$ cat src/rtl/mbtrain_repair_rx_gen_if.sv
// Sideband channel bundle between the MBTRAIN REPAIR receive-side responder and the
// sideband transmit path (incoming decoded messages, serializer status, outgoing response).
interface mbtrain_repair_rx_gen_if #(
  parameter int NUM_GROUPS = 2
);
  logic [3:0]            i_sideband_message;
  logic [NUM_GROUPS-1:0] i_sideband_lane_mask;
  logic                  i_busy_negedge_detected;
  logic                  i_valid_tx;
  logic [3:0]            o_sideband_message;
  logic                  o_valid_rx;

  // Responder side: consumes requests and channel status, produces the response.
  modport slave (
    input  i_sideband_message,
    input  i_sideband_lane_mask,
    input  i_busy_negedge_detected,
    input  i_valid_tx,
    output o_sideband_message,
    output o_valid_rx
  );

  // Sideband side: delivers requests and channel status, consumes the response.
  modport master (
    output i_sideband_message,
    output i_sideband_lane_mask,
    output i_busy_negedge_detected,
    output i_valid_tx,
    input  o_sideband_message,
    input  o_valid_rx
  );
endinterface

$ cat src/rtl/mbtrain_repair_rx_gen.sv
// mbtrain_repair_rx_gen: receive-side responder for the MBTRAIN REPAIR substep.
// Answers the partner's INIT / APPLY_DEGRADE / END requests over a sideband channel
// shared with the TX-side repair block, captures the partner's per-group lane mask,
// and aborts with a timeout flag if the partner stalls in any wait/send state.
module mbtrain_repair_rx_gen #(
  parameter int NUM_GROUPS     = 2,
  parameter int TIMEOUT_CYCLES = 4096
) (
  input  logic                  clk,
  input  logic                  rst_n,
  input  logic                  i_en,
  mbtrain_repair_rx_gen_if.slave sb,
  output logic                  o_test_ack,
  output logic                  o_timeout,
  output logic [NUM_GROUPS-1:0] o_remote_group_ok,
  output logic                  o_no_lanes
);

  localparam int TW = $clog2(TIMEOUT_CYCLES);
  localparam logic [TW-1:0] TIMER_MAX = TW'(TIMEOUT_CYCLES - 1);

  localparam logic [3:0] INIT_REQ = 4'b0001;
  localparam logic [3:0] INIT_RSP = 4'b0010;
  localparam logic [3:0] END_REQ  = 4'b0101;
  localparam logic [3:0] END_RSP  = 4'b0110;
  localparam logic [3:0] DEG_REQ  = 4'b0111;
  localparam logic [3:0] DEG_RSP  = 4'b1000;

  typedef enum logic [2:0] {
    IDLE,
    WAIT_INIT,
    WAIT_DEG,
    WAIT_END,
    SEND_END,
    DONE,
    TIMEOUT_ERR
  } state_e;

  state_e                state_q, state_d;
  logic [TW-1:0]         timer_q, timer_d;
  logic [3:0]            msg_q, msg_d;
  logic                  valid_q, valid_d;
  logic                  validPrev_q;
  logic                  pending_q, pending_d;
  logic                  ack_q, ack_d;
  logic                  timeout_q, timeout_d;
  logic [NUM_GROUPS-1:0] mask_q, mask_d;
  logic                  noLanes_q, noLanes_d;

  logic chanIdle;
  logic timerExpired;
  logic timedState;
  logic [3:0] rxMsg;

  // A new request is only looked at once the previous response has fully left the channel.
  assign chanIdle     = !pending_q && !valid_q;
  assign timerExpired = (timer_q == TIMER_MAX);
  assign timedState   = (state_q inside {WAIT_INIT, WAIT_DEG, WAIT_END, SEND_END});
  assign rxMsg        = sb.i_sideband_message;

  // Next-state, response queueing, handshake and timer; later sections override earlier ones.
  always_comb begin
    state_d   = state_q;
    timer_d   = timer_q;
    msg_d     = msg_q;
    valid_d   = valid_q;
    pending_d = pending_q;
    ack_d     = ack_q;
    timeout_d = timeout_q;
    mask_d    = mask_q;
    noLanes_d = noLanes_q;

    unique case (state_q)
      IDLE: begin
        state_d   = WAIT_INIT;
        mask_d    = '0;
        noLanes_d = 1'b0;
      end
      WAIT_INIT: begin
        if (chanIdle && rxMsg == INIT_REQ) begin
          state_d   = WAIT_DEG;
          msg_d     = INIT_RSP;
          pending_d = 1'b1;
        end else if (timerExpired) begin
          state_d = TIMEOUT_ERR;
        end
      end
      WAIT_DEG: begin
        if (chanIdle && rxMsg == DEG_REQ) begin
          state_d   = WAIT_END;
          msg_d     = DEG_RSP;
          pending_d = 1'b1;
          mask_d    = sb.i_sideband_lane_mask;
          noLanes_d = (sb.i_sideband_lane_mask == '0);
        end else if (timerExpired) begin
          state_d = TIMEOUT_ERR;
        end
      end
      WAIT_END: begin
        if (chanIdle && rxMsg == DEG_REQ) begin
          msg_d     = DEG_RSP;
          pending_d = 1'b1;
          mask_d    = sb.i_sideband_lane_mask;
          noLanes_d = (sb.i_sideband_lane_mask == '0);
        end else if (chanIdle && rxMsg == END_REQ) begin
          state_d   = SEND_END;
          msg_d     = END_RSP;
          pending_d = 1'b1;
        end else if (timerExpired) begin
          state_d = TIMEOUT_ERR;
        end
      end
      SEND_END: begin
        if (!valid_q && validPrev_q) begin
          state_d = DONE;
          ack_d   = 1'b1;
          msg_d   = '0;
        end else if (timerExpired) begin
          state_d = TIMEOUT_ERR;
        end
      end
      DONE: begin
        ack_d = 1'b1;
      end
      TIMEOUT_ERR: begin
        state_d = TIMEOUT_ERR;
      end
      default: begin
        state_d = IDLE;
      end
    endcase

    // A busy negedge ends the current message and also drops anything queued this cycle.
    if (sb.i_busy_negedge_detected) begin
      valid_d   = 1'b0;
      pending_d = 1'b0;
    end else if (pending_q && !sb.i_valid_tx) begin
      valid_d = 1'b1;
    end

    if (state_d == TIMEOUT_ERR) begin
      timeout_d = 1'b1;
      valid_d   = 1'b0;
      pending_d = 1'b0;
      ack_d     = 1'b0;
    end

    if (state_d != state_q) begin
      timer_d = '0;
    end else if (timedState) begin
      timer_d = timer_q + TW'(1);
    end

    // Losing the substep enable abandons everything except the last captured mask.
    if (!i_en) begin
      state_d   = IDLE;
      timer_d   = '0;
      msg_d     = '0;
      valid_d   = 1'b0;
      pending_d = 1'b0;
      ack_d     = 1'b0;
      timeout_d = 1'b0;
      mask_d    = mask_q;
      noLanes_d = noLanes_q;
    end
  end

  // State and output registers with asynchronous active-low reset.
  always_ff @(posedge clk or negedge rst_n) begin
    if (!rst_n) begin
      state_q     <= IDLE;
      timer_q     <= '0;
      msg_q       <= '0;
      valid_q     <= 1'b0;
      validPrev_q <= 1'b0;
      pending_q   <= 1'b0;
      ack_q       <= 1'b0;
      timeout_q   <= 1'b0;
      mask_q      <= '0;
      noLanes_q   <= 1'b0;
    end else begin
      state_q     <= state_d;
      timer_q     <= timer_d;
      msg_q       <= msg_d;
      valid_q     <= valid_d;
      validPrev_q <= valid_q;
      pending_q   <= pending_d;
      ack_q       <= ack_d;
      timeout_q   <= timeout_d;
      mask_q      <= mask_d;
      noLanes_q   <= noLanes_d;
    end
  end

  assign sb.o_sideband_message = msg_q;
  assign sb.o_valid_rx         = valid_q;
  assign o_test_ack            = ack_q;
  assign o_timeout             = timeout_q;
  assign o_remote_group_ok     = mask_q;
  assign o_no_lanes            = noLanes_q;

endmodule
$ cat src/flat_wrapper.sv
// flat-port wrapper written by rule: the top's interface ports become plain ports
module mbtrain_repair_rx_gen_flat 
#(
  parameter int NUM_GROUPS     = 2,
  parameter int TIMEOUT_CYCLES = 4096
)
  (clk, rst_n, i_en, o_test_ack, o_timeout, o_remote_group_ok, o_no_lanes, sb_i_sideband_message, sb_i_sideband_lane_mask, sb_i_busy_negedge_detected, sb_i_valid_tx, sb_o_sideband_message, sb_o_valid_rx);
  mbtrain_repair_rx_gen_if #(.NUM_GROUPS(NUM_GROUPS)) sb_i ();
  input  logic clk;
  input  logic rst_n;
  input  logic i_en;
  output logic o_test_ack;
  output logic o_timeout;
  output logic [NUM_GROUPS-1:0] o_remote_group_ok;
  output logic o_no_lanes;
  input wire logic [$bits(sb_i.i_sideband_message)-1:0] sb_i_sideband_message;
  input wire logic [$bits(sb_i.i_sideband_lane_mask)-1:0] sb_i_sideband_lane_mask;
  input wire logic [$bits(sb_i.i_busy_negedge_detected)-1:0] sb_i_busy_negedge_detected;
  input wire logic [$bits(sb_i.i_valid_tx)-1:0] sb_i_valid_tx;
  output wire logic [$bits(sb_i.o_sideband_message)-1:0] sb_o_sideband_message;
  output wire logic [$bits(sb_i.o_valid_rx)-1:0] sb_o_valid_rx;
  assign sb_i.i_sideband_message = sb_i_sideband_message;
  assign sb_i.i_sideband_lane_mask = sb_i_sideband_lane_mask;
  assign sb_i.i_busy_negedge_detected = sb_i_busy_negedge_detected;
  assign sb_i.i_valid_tx = sb_i_valid_tx;
  assign sb_o_sideband_message = sb_i.o_sideband_message;
  assign sb_o_valid_rx = sb_i.o_valid_rx;
  mbtrain_repair_rx_gen #(.NUM_GROUPS(NUM_GROUPS), .TIMEOUT_CYCLES(TIMEOUT_CYCLES)) u_core (.clk(clk), .rst_n(rst_n), .i_en(i_en), .sb(sb_i), .o_test_ack(o_test_ack), .o_timeout(o_timeout), .o_remote_group_ok(o_remote_group_ok), .o_no_lanes(o_no_lanes));
endmodule
$ cat config.mk
export PLATFORM = sky130hd
export DESIGN_NAME = mbtrain_repair_rx_gen_flat
export DESIGN_NICKNAME = d
export VERILOG_FILES = /design/src/rtl/mbtrain_repair_rx_gen_if.sv /design/src/rtl/mbtrain_repair_rx_gen.sv /design/src/flat_wrapper.sv
export SDC_FILE = /design/constraint.sdc
export NUM_CORES = 1
export LEC_CHECK = 0
export CELL_PAD_IN_SITES_DETAIL_PLACEMENT = 1
export CELL_PAD_IN_SITES_GLOBAL_PLACEMENT = 2
export CORE_MARGIN = 1
export CORE_UTILIZATION = 32
export CTS_CLUSTER_SIZE = 20
export DETAILED_ROUTE_END_ITERATION = 6
export HOLD_SLACK_MARGIN = 0.12
export PLACE_DENSITY_LB_ADDON = 0.1
export SETUP_SLACK_MARGIN = 0.4
export SLEW_MARGIN = 20
export SYNTH_ARGS = -nofsm -noshare
export SYNTH_HDL_FRONTEND = slang
export SYNTH_SLANG_ARGS = --single-unit
$ cat constraint.sdc
create_clock -name clk -period 2.3 [get_ports clk]
set_input_delay 0.46 -clock clk [delete_from_list [all_inputs] [get_ports clk]]
set_output_delay 0.46 -clock clk [all_outputs]
set_load 0.02 [all_outputs]
==> results by group <==
Run status
  – Outcome: complete, no violations

Clock network
  – Clk root buf: clkbuf_8
  – H-tree levels: 1
  – Clock-pin transition on the worst setup and hold timing paths: 0.09 ns
  – CTS tree: built
  – Clock Latency Late Sink: 0.28 ns
  – Max clock buf depth: 2
  – Clock Sinks: 26
  – Cts bufs inserted: 3

Power
  – VDD IR max: 276 µV
  – Leak: 0.000836 µW
  – Psw: 252 µW
  – Clk pwr share: 37.9%
  – Int Pwr: 772 µW
  – Seq pwr share: 46.0%
  – Pwr dens: 518 nW/µm²
  – Combinational Power Share: 16.1%
  – Sw Ratio: 24.6%
  – Total power: 1020 µW

Drt
  – Wirelength, routed: 4010 µm
  – Antenna viol nets, final: 0
  – Avg Vias per Cell: 5.36
  – Via Count: 1,345
  – DRC: 0
  – Pre-antenna DRT Iters: 4
  – Wire per inst: 16.0 µm
  – Iter 0 DRT Violations: 26

Die
  – Core box area: 4380 µm²
  – Starting Density: 33.5%
  – Die area: 4870 µm²
  – Io pins: 21
  – Row Count: 24
  – Chip height: 69.8 µm
  – Die Width: 69.8 µm

Synth
  – Synth top area share: 44.3%
  – Largest family of logic cells by synthesized area: simple AND/OR/NAND/NOR gates
  – Synth area leaders: dfrtp_1, nor2_1, xor2_1
  – Proportion of synthesized area in mux cells: 3.49%
  – Syn Nets: 177
  – Top cells by count, synth: dfrtp_1, nor2_1, a21oi_1, nand2_1
  – Mapped Area: 1470 µm²
  – Number of synthesized flops with an enable pin: 0
  – Most common cell in the netlist: dfrtp_1
  – Compound-Gate Fraction of Synth Area: 13.5%
  – Cells after Synth: 165
  – Count of cell types in the netlist: 41
  – XOR/XNOR Fraction of Synth Area: 7.15%
  – Largest area contributor in the netlist: dfrtp_1
  – Seq/Total Area, Yosys: 44.3%
  – Commonest register cell after synthesis: dfrtp_1
  – Synth warn: 0
  – Async SR Flop Fraction: 100%
  – Post-Synth Simple-Gate Area: 25.7%
  – Post-synthesis register bit count: 26
  – Synth Area in Adders: 0.851%
  – Post-synthesis area per instance: 8.91 µm²

Timing
  – Maximum clock rate: 494 MHz
  – Worst slew pin tran: 0.564 ns
  – Final hold slack: 0.526 ns
  – Fin. max-slew vios: 0
  – Count of final setup violators: 0
  – Final Hold Viols: 0
  – RSZ-0062 raised after global routing: yes
  – Period utilization: 88.0%
  – Skew final: 0.00298 ns
  – Worst slew margin: 62.4%
  – Final worst path period need: 2.02 ns

Setup path
  – CP max FO: 6
  – Worst Setup Path Type: reg -> reg
  – CP required: 2.52 ns
  – Critical path endpoint category: flop
  – Bufs and invs on worst path: 0
  – CP cell instances: or4b_4 > or4_4 > a21oi_4 > o31a_4 > a22o_1
  – Arrival time worst endpoint: 2.24 ns
  – CP delay by family, top: simple AND/OR/NAND/NOR gates
  – Critical path startpoint category: flop
  – Peak per-stage delay on the critical path: 0.59 ns
  – Crit-path slowest cell: or4b_4

Layout
  – N_diodes: 0
  – Final cell count without fillers: 251
  – Number of fill cells: 503
  – Reg area: 652 µm²
  – Final nets: 212
  – Layout cell share with drive strength beyond 1: 19.6%
  – Multi-input gate area: 806 µm²
  – Fin area: 1980 µm²
  – Synthesis-to-finish area growth: 34.6%

Global route
  – Initial antenna violation count: 0
  – Grt ovf: 0
  – First-pass GRT wire length: 7080 µm
  – GRT Util Overall: 18.2%
  – Vias in the first global route: 1,422
  – Pin count of the biggest net entering global routing: 27

Flow run
  – Maxcap violations: 0

Placement
  – Routability Congestion: 0.835
  – Placed inst area: 1820 µm²
  – Dpl hpwl: 2840 µm
  – PortBufs: 19
  – Post-Place Cells: 241

Worst hold path
  – Worst Hold Class: reg -> reg
-- state kept, by name, summed over array words and instances (netlist names) --
name and flops:
u_core.validPrev_q 1, u_core.o_remote_group_ok 2, u_core.pending_q 1, u_core.o_timeout 1, u_core.timer_q 12, u_core.sb.o_valid_rx 1
u_core.o_no_lanes 1, u_core.state_q 3, u_core.o_test_ack 1, u_core.sb.o_sideband_message 3
-- per-layer routing --
layer  track usage, %  share of wire [%]
met1             25.9                 47
met5                0                  0
met2             28.8                 48
met4             4.22                1.3
met3             2.91                3.5
-- logic make-up (layout without fill, tap and decap cells) --
logic type	after synthesis	after routing
other cells	1	1
xor+xnor	12	12
fa+ha+maj	1	1
buf+inv	17	51
flops	26	26
compound gates	30	30
simple gates	73	73
mux	5	5
-- cell type report --
type,instances,share of cell area [%]
well taps,52,3.29
multi-input cells,122,40.7
clock inverters,1,1.52
inverters,7,1.33
clock buffers,3,2.09
repair buffers,40,18.1
flip-flops and latches,26,33.0
-- worst paths after layout --
kind / start / end / slack, ns / depth (start not counted)
setup / recovery: u_core.sb.o_valid_rx / u_core.o_timeout / 0.28 / 5
hold / removal: u_core.o_remote_group_ok[1] / u_core.o_remote_group_ok[1] / 0.53 / 2
setup reg to reg: u_core.sb.o_valid_rx / u_core.o_timeout / 0.28 / 5
hold reg to reg: u_core.o_remote_group_ok[1] / u_core.o_remote_group_ok[1] / 0.53 / 2
max in group asynchronous: rst_n / u_core.sb.o_valid_rx / 1.47 / 2
min in group asynchronous: rst_n / u_core.o_remote_group_ok[0] / 0.54 / 2
-- metrics by stage --
stage,utilization (%),setup TNS (ns),setup slack (ns)
floorplan,-,0,0.248
global placement,41.4,-2.02,-0.183
detailed placement,41.4,-2.59,-0.208
CTS,44.3,0,0.268
global route,45.1,0,0.228
finish,45.1,0,0.276
-- what timing repair did --
action	CTS	global route
resized for setup	4	7
buffers inserted	6	0
setup endpoints to repair	25	23
hold buffers	0	0
pin swaps	8	7
endpoints found under the hold margin	0	0
-- layout by cell type, fill, tap and decap left out, drive strengths merged, types with 4 or more instances in the layout --
| cell type | synthesis | routed |
|---|---|---|
| inv | 7 | 7 |
| o21ai | 8 | 8 |
| nor3 | 7 | 7 |
| nand2b | 4 | 4 |
| clkdlybuf4s50 | 0 | 17 |
| nand2 | 8 | 8 |
| nor2 | 24 | 24 |
| a21oi | 9 | 9 |
| buf | 3 | 21 |
| nand4 | 7 | 7 |
| xnor2 | 5 | 5 |
| mux2i | 4 | 4 |
| a211oi | 4 | 4 |
| nand3 | 6 | 6 |
| and3 | 4 | 4 |
| xor2 | 7 | 7 |
| dfrtp | 26 | 26 |
-- power groups by stage --
stage	clock [µW]	combinational (µW)	sequential, µW
floorplan	0	82.1	480
global placement	0	150	480
detailed placement	0	153	480
CTS	402	159	471
global route	421	181	472
finish	389	165	471
-- worst min-delay path, delay by kind of cell, from the launching register on --
| family | cells | cell delay (ns) |
|---|---|---|
| flops | 1 | 0.39 |
| buf+inv | 1 | 0.05 |
| mux | 1 | 0.05 |
Note: power is estimated with default switching activity, not from simulation.
